--- src/rtl/serial_pkg.sv ---
// Shared definitions for the serial byte protocol (receiver now, transmitter later).
package serial_pkg;

    localparam int unsigned DATA_BITS = 8;

    typedef enum logic [2:0] {
        IDLE,
        START,
        DATA,
        PARITY,
        STOP,
        WAIT_IDLE
    } rx_state_e;

    // Clocks per oversample tick; never below one so the tick generator stays live.
    function automatic int unsigned calc_div(input int unsigned clk_freq,
                                             input int unsigned baud,
                                             input int unsigned oversample);
        int unsigned d;
        d = clk_freq / (baud * oversample);
        return (d == 0) ? 1 : d;
    endfunction

endpackage

--- src/rtl/serial_rx_fifo.sv ---
// First-word-fall-through circular byte buffer; dout always shows the head entry.
module serial_rx_fifo #(
    parameter int unsigned DEPTH = 4,
    parameter int unsigned WIDTH = 8
) (
    input  logic                   clk,
    input  logic                   reset,
    input  logic                   push,
    input  logic                   pop,
    input  logic [WIDTH-1:0]       din,
    output logic [WIDTH-1:0]       dout,
    output logic                   valid,
    output logic                   full,
    output logic [$clog2(DEPTH):0] count
);

    localparam int unsigned AW = $clog2(DEPTH);
    localparam int unsigned CW = AW + 1;

    logic [WIDTH-1:0] mem [DEPTH];
    logic [AW-1:0]    wr_ptr;
    logic [AW-1:0]    rd_ptr;
    logic             do_push;
    logic             do_pop;
    logic [CW-1:0]    count_next;

    // A push into a full buffer only lands when the head leaves in the same cycle.
    assign do_pop  = pop && valid;
    assign do_push = push && (!full || do_pop);
    assign dout    = mem[rd_ptr];

    always_comb begin
        count_next = count;
        case ({do_push, do_pop})
            2'b10:   count_next = count + CW'(1);
            2'b01:   count_next = count - CW'(1);
            default: count_next = count;
        endcase
    end

    always_ff @(posedge clk or posedge reset) begin
        if (reset) begin
            wr_ptr <= '0;
            rd_ptr <= '0;
            count  <= '0;
            valid  <= 1'b0;
            full   <= 1'b0;
            for (int i = 0; i < int'(DEPTH); i++) begin
                mem[i] <= '0;
            end
        end else begin
            if (do_push) begin
                mem[wr_ptr] <= din;
                wr_ptr      <= wr_ptr + AW'(1);
            end
            if (do_pop) begin
                rd_ptr <= rd_ptr + AW'(1);
            end
            count <= count_next;
            valid <= (count_next != '0);
            full  <= (count_next == CW'(DEPTH));
        end
    end

endmodule

--- src/rtl/serial_rx.sv ---
// 8N1 LSB-first serial receiver feeding a small FWFT byte buffer.
// Define SERIAL_RX_PARITY_EN for 8E1 frames with a sticky parity_err output.
module serial_rx
    import serial_pkg::*;
#(
    parameter int unsigned CLK_FREQ   = 50000000,
    parameter int unsigned BAUD       = 115200,
    parameter int unsigned OVERSAMPLE = 16,
    parameter int unsigned FIFO_DEPTH = 4
) (
    input  logic                        clk,
    input  logic                        reset,
    input  logic                        serial_in,
    input  logic                        rd_en,
    input  logic                        clear_err,
    output logic [7:0]                  rx_data,
    output logic                        rx_valid,
    output logic [$clog2(FIFO_DEPTH):0] rx_count,
`ifdef SERIAL_RX_PARITY_EN
    output logic                        parity_err,
`endif
    output logic                        frame_err,
    output logic                        overrun
);

    localparam int unsigned DIV    = calc_div(CLK_FREQ, BAUD, OVERSAMPLE);
    localparam int unsigned DIV_W  = (DIV > 1) ? $clog2(DIV) : 1;
    localparam int unsigned TICK_W = $clog2(OVERSAMPLE);
    localparam int unsigned BIT_W  = $clog2(DATA_BITS);
    localparam int unsigned HALF   = OVERSAMPLE / 2;

    logic                 sync_meta;
    logic                 s;
    rx_state_e            state;
    rx_state_e            state_next;
    logic [DIV_W-1:0]     div_cnt;
    logic [TICK_W-1:0]    tick_cnt;
    logic [BIT_W-1:0]     bit_cnt;
    logic [DATA_BITS-1:0] shift;

    logic tick_c;
    logic mid_c;
    logic centre_c;
    logic restart_c;
    logic tick_clr_c;
    logic bit_clr_c;
    logic shift_en_c;
    logic push_c;
    logic frame_set_c;
    logic pop_c;
    logic overrun_set_c;
    logic full;

`ifdef SERIAL_RX_PARITY_EN
    logic parity_bad;
    logic parity_set_c;
`endif

    // Two-flop synchronizer; idles high so reset never looks like a start bit.
    always_ff @(posedge clk or posedge reset) begin
        if (reset) begin
            sync_meta <= 1'b1;
            s         <= 1'b1;
        end else begin
            sync_meta <= serial_in;
            s         <= sync_meta;
        end
    end

    assign tick_c   = (div_cnt == DIV_W'(DIV - 1));
    assign mid_c    = tick_c && (tick_cnt == TICK_W'(HALF - 1));
    assign centre_c = tick_c && (tick_cnt == TICK_W'(OVERSAMPLE - 1));

    always_ff @(posedge clk or posedge reset) begin
        if (reset) begin
            state <= IDLE;
        end else begin
            state <= state_next;
        end
    end

    always_comb begin
        state_next  = state;
        restart_c   = 1'b0;
        tick_clr_c  = 1'b0;
        bit_clr_c   = 1'b0;
        shift_en_c  = 1'b0;
        push_c      = 1'b0;
        frame_set_c = 1'b0;
`ifdef SERIAL_RX_PARITY_EN
        parity_set_c = 1'b0;
`endif
        case (state)
            IDLE: begin
                if (!s) begin
                    state_next = START;
                    restart_c  = 1'b1;
                end
            end
            START: begin
                // Half-bit recheck rejects short glitches on an idle line.
                if (mid_c) begin
                    if (!s) begin
                        state_next = DATA;
                        tick_clr_c = 1'b1;
                        bit_clr_c  = 1'b1;
                    end else begin
                        state_next = IDLE;
                    end
                end
            end
            DATA: begin
                if (centre_c) begin
                    shift_en_c = 1'b1;
                    if (bit_cnt == BIT_W'(DATA_BITS - 1)) begin
`ifdef SERIAL_RX_PARITY_EN
                        state_next = PARITY;
`else
                        state_next = STOP;
`endif
                    end
                end
            end
            PARITY: begin
`ifdef SERIAL_RX_PARITY_EN
                if (centre_c) begin
                    parity_set_c = ^{shift, s};
                    state_next   = STOP;
                end
`else
                state_next = IDLE;
`endif
            end
            STOP: begin
                if (centre_c) begin
                    if (s) begin
`ifdef SERIAL_RX_PARITY_EN
                        push_c = !parity_bad;
`else
                        push_c = 1'b1;
`endif
                        state_next = IDLE;
                    end else begin
                        frame_set_c = 1'b1;
                        state_next  = WAIT_IDLE;
                    end
                end
            end
            WAIT_IDLE: begin
                // Hold off through a break so it reports a single framing error.
                if (s) begin
                    state_next = IDLE;
                end
            end
            default: state_next = IDLE;
        endcase
    end

    // Tick generator and per-bit tick counter, realigned to each start edge.
    always_ff @(posedge clk or posedge reset) begin
        if (reset) begin
            div_cnt  <= '0;
            tick_cnt <= '0;
        end else if (restart_c) begin
            div_cnt  <= '0;
            tick_cnt <= '0;
        end else begin
            div_cnt <= tick_c ? '0 : div_cnt + DIV_W'(1);
            if (tick_clr_c) begin
                tick_cnt <= '0;
            end else if (tick_c) begin
                tick_cnt <= (tick_cnt == TICK_W'(OVERSAMPLE - 1)) ? '0 : tick_cnt + TICK_W'(1);
            end
        end
    end

    always_ff @(posedge clk or posedge reset) begin
        if (reset) begin
            bit_cnt <= '0;
            shift   <= '0;
        end else begin
            if (bit_clr_c) begin
                bit_cnt <= '0;
            end else if (shift_en_c) begin
                bit_cnt <= bit_cnt + BIT_W'(1);
            end
            if (shift_en_c) begin
                shift <= {s, shift[DATA_BITS-1:1]};
            end
        end
    end

    assign pop_c         = rd_en && rx_valid;
    assign overrun_set_c = push_c && full && !pop_c;

    // Sticky error flags; a fresh error beats a simultaneous clear.
    always_ff @(posedge clk or posedge reset) begin
        if (reset) begin
            frame_err <= 1'b0;
            overrun   <= 1'b0;
        end else begin
            if (frame_set_c) begin
                frame_err <= 1'b1;
            end else if (clear_err) begin
                frame_err <= 1'b0;
            end
            if (overrun_set_c) begin
                overrun <= 1'b1;
            end else if (clear_err) begin
                overrun <= 1'b0;
            end
        end
    end

`ifdef SERIAL_RX_PARITY_EN
    always_ff @(posedge clk or posedge reset) begin
        if (reset) begin
            parity_bad <= 1'b0;
            parity_err <= 1'b0;
        end else begin
            if (restart_c) begin
                parity_bad <= 1'b0;
            end else if (parity_set_c) begin
                parity_bad <= 1'b1;
            end
            if (parity_set_c) begin
                parity_err <= 1'b1;
            end else if (clear_err) begin
                parity_err <= 1'b0;
            end
        end
    end
`endif

    serial_rx_fifo #(
        .DEPTH (FIFO_DEPTH),
        .WIDTH (DATA_BITS)
    ) u_fifo (
        .clk   (clk),
        .reset (reset),
        .push  (push_c),
        .pop   (pop_c),
        .din   (shift),
        .dout  (rx_data),
        .valid (rx_valid),
        .full  (full),
        .count (rx_count)
    );

endmodule

--- config.mk ---
export PLATFORM = sky130hd
export DESIGN_NAME = serial_rx
export DESIGN_NICKNAME = d
export VERILOG_FILES = /design/src/rtl/serial_pkg.sv /design/src/rtl/serial_rx_fifo.sv /design/src/rtl/serial_rx.sv
export SDC_FILE = /design/constraint.sdc
export NUM_CORES = 1
export LEC_CHECK = 0
export CORE_MARGIN = 2
export CORE_UTILIZATION = 50
export CTS_CLUSTER_SIZE = 40
export DETAILED_ROUTE_END_ITERATION = 6
export PLACE_DENSITY = 0.75
export SYNTH_ARGS = -nofsm -noshare
export SYNTH_HDL_FRONTEND = slang
export SYNTH_HIERARCHICAL = 1
export SYNTH_SLANG_ARGS = --single-unit
--- constraint.sdc ---
create_clock -name clk -period 5.26 [get_ports clk]
set_clock_uncertainty 0.15 [all_clocks]
set_input_delay 0.526 -clock clk [delete_from_list [all_inputs] [get_ports clk]]
set_output_delay 0.526 -clock clk [all_outputs]
set_load 0.05 [all_outputs]
==> results.json <==
{
  "status": "finished, final reports clean",
  "crit_slowest_cell": "nor3_1",
  "slew_violations": 0,
  "critPathCaptureType": "flip-flop",
  "ir_drop_v": 0.0002201,
  "hold_depth": 0,
  "final_layout_size_suffix_gt1_share_pct": 29.55,
  "synth_nets": 252,
  "critical_path.max_fanout": 15,
  "post-cts-setup-buffers": 0,
  "layout_commonest_cell": "dfrtp_1",
  "tightest_slew_ps": 1026,
  "cp.arrival_ps": 3660,
  "drtPass1Iterations": 4,
  "hold_end": "s",
  "synth_area_um2": 3214,
  "numCtsBuffers": 9,
  "period_minus_slack_ps": 3576,
  "hold_slack_ps": 207.0,
  "slowest_delay_ps": 750,
  "area_growth_pct": 14.99,
  "holdCritPathClass": "flip-flop to flip-flop",
  "yosys.area.top_type": "dfrtp_1",
  "placed_cell_area_um2": 3461,
  "finalSetupTns_ps": 0,
  "dpl.cell_count": 325,
  "wl_per_cell_um": 16.72,
  "pwr-share-clk_pct": 47.7,
  "crit_chain": "inv_1, ha_1, nand4b_1, nor3_1, nand2b_4, ha_1, fa_1, xnor2_1, xnor2_1, a21o_1",
  "crit_type": "flip-flop to flip-flop",
  "power.share.sequential_pct": 50.9,
  "start_util_pct": 51.21,
  "overflow": 0,
  "yosysSeqAreaShare_pct": 53.02,
  "cts_tree": "done",
  "finalWorstSetupSlack_ps": 1684,
  "pre_cts_slack_ps": 1689,
  "ys_async_sr_fraction_pct": 100.0,
  "die_width_um": 84.18,
  "worst_ep_required_time_ps": 5340,
  "place_congestion": 0.8088,
  "cp_top_family": "simple AND/OR/NAND/NOR gates",
  "clk_pin_slew_ps": 70,
  "finalCritPeriodShare_pct": 67.99,
  "switching_share_pct": 20.43,
  "p_leak_nw": 1.696,
  "grt_pass1_vias": 2040,
  "dr_total_vias": 1970,
  "yosysWarnings": 6,
  "startpoint_type": "flip-flop",
  "num_io_pins": 19,
  "rsz0062_at_grt": "no",
  "ys_ff_latch": 68,
  "ff2ff_setup_slack_ps": 1680,
  "die_area_um2": 7086,
  "die_h_um": 84.18,
  "p_comb_share_pct": 1.4,
  "yosys-top-cells-area": "dfrtp_1, mux2_2, mux4_2",
  "syn_inst": 236,
  "r2r_start": "div_cnt[0]",
  "final_cell_mix": "dfrtp_1, mux2_2, clkdlybuf4s50_1, clkbuf_8, ha_1",
  "synth_top_area_share_pct": 51.38,
  "viasPerCell": 5.777,
  "syn_area_per_cell_um2": 13.62,
  "fin_cells": 341,
  "portBuffers": 18,
  "h-tree-depth": 3,
  "hpwl_mm": 3.772,
  "crit_start": "div_cnt[0]",
  "relSlewSlack_pct": 31.55,
  "drt_iter0_drc": 118,
  "antenna_cells": 0,
  "cts-resized-gates": 0,
  "cts-root-buf": "clkbuf_8",
  "final_nets": 275,
  "ys_types": 48,
  "rows": 29,
  "drc_errors": 0,
  "synth_edf_count": 0,
  "antenna_found_initial": 0,
  "timing.rr.end": "u_fifo/full",
  "ys.flop_type": "dfrtp_1",
  "setup-violations-final": 0,
  "core-area_um2": 6277,
  "power.density_nw_per_um2": 279.2,
  "design_area_um2": 3696,
  "p_int_mw": 0.8211,
  "p_sw_mw": 0.2108,
  "r2r_cells": 10,
  "groute.usage.overall_pct": 17.98,
  "clock_path_buffers": 2,
  "hold_start": "sync_meta",
  "cts_hold_buf": 0,
  "grt_start_max_net_pins": 42,
  "path_buf_inv": 1,
  "hold_violations": 0,
  "clock.fmax_ghz": 0.2796,
  "cap_violations": 0,
  "cts_sinks": 68,
  "grt_pass1_wl_mm": 9.853,
  "insertion_delay_ps": 340,
  "final_antenna_net_count": 0,
  "routed_wl_mm": 5.702
}
[kinds of logic (layout without fill, tap and decap cells)]
family                     after synthesis  in the layout  share of synthesized area, %
adders and majority gates               11             11                         4.515
DFF                                     68             68                         53.02
and+or+nand+nor                         54             54                         11.21
AOI/OAI and AO/OA                       28             28                         5.956
xor gates and xnor gates                 9              9                         2.452
buffers and inverters                   15             43                         2.102
muxes                                   51             51                         20.75
[power by group through the flow]
stage	Sequential, mW	Clock (mW)	Combinational, mW
2_1_floorplan	0.535	0	0.00865
3_3_place_gp	0.535	0	0.0156
3_5_place_dp	0.535	0	0.0156
4_1_cts	0.525	0.503	0.0157
5_1_grt	0.525	0.526	0.0176
6_report	0.525	0.492	0.0148
[flip-flops by register name, indices dropped and copies added, names as in the netlist, 2 cells and up]
signal,flops
bit_cnt,3
div_cnt,5
shift,8
state,3
tick_cnt,4
u_fifo/count,3
u_fifo/mem,32
u_fifo/rd_ptr,2
u_fifo/wr_ptr,2
[how the worst max path moves through the flow]
stage	end	slack, ps	cells past startpoint
floorplan	u_fifo/full	2180	11
global placement	u_fifo/full	1850	10
detailed placement	u_fifo/valid	1690	10
CTS	u_fifo/valid	1680	10
global route	u_fifo/full	1450	10
finish	u_fifo/full	1680	10
[cell type report]
class | count | area (um^2)
fillers | 500 | 2581
flip-flops and latches | 68 | 1704
multi-input cells | 153 | 1443
repair buffers | 19 | 187.7
clock buffers | 11 | 151.4
well taps | 77 | 96.34
clock inverters | 5 | 83.83
inverters | 8 | 30.03
[per-stage QoR]
step                      utilization, %  total power, mW
after global routing               58.88            1.068
final                              58.88            1.032
after detailed placement           55.13           0.5505
after CTS                          58.88            1.044
after floorplan                        -           0.5433
after global placement             55.13           0.5505
[routing by layer]
| layer | up-vias | wire, um | track usage [%] |
|---|---|---|---|
| met5 | - | 0 | 0 |
| met4 | 0 | 85 | 7.478 |
| met3 | 9 | 224 | 5.015 |
| met2 | 34 | 2766 | 27.49 |
| met1 | 1017 | 2624 | 24.44 |
| li1 | 910 | - | - |
[synth_stat cells (3+ instances only)]
master and instances:
mux2_2 40, nor2_1 5, nand2_1 8, a21oi_1 7
nand4_1 3, o21ai_0 6, nor3b_1 4, ha_1 10
o31ai_1 5, inv_1 8, xor2_1 3, mux4_2 8
buf_2 3, xnor2_1 6, clkbuf_1 3, dfrtp_1 66
nand3_1 5, nand2b_1 4, nor2_4 4
No activity file was read; power rests on OpenSTA's default activity.
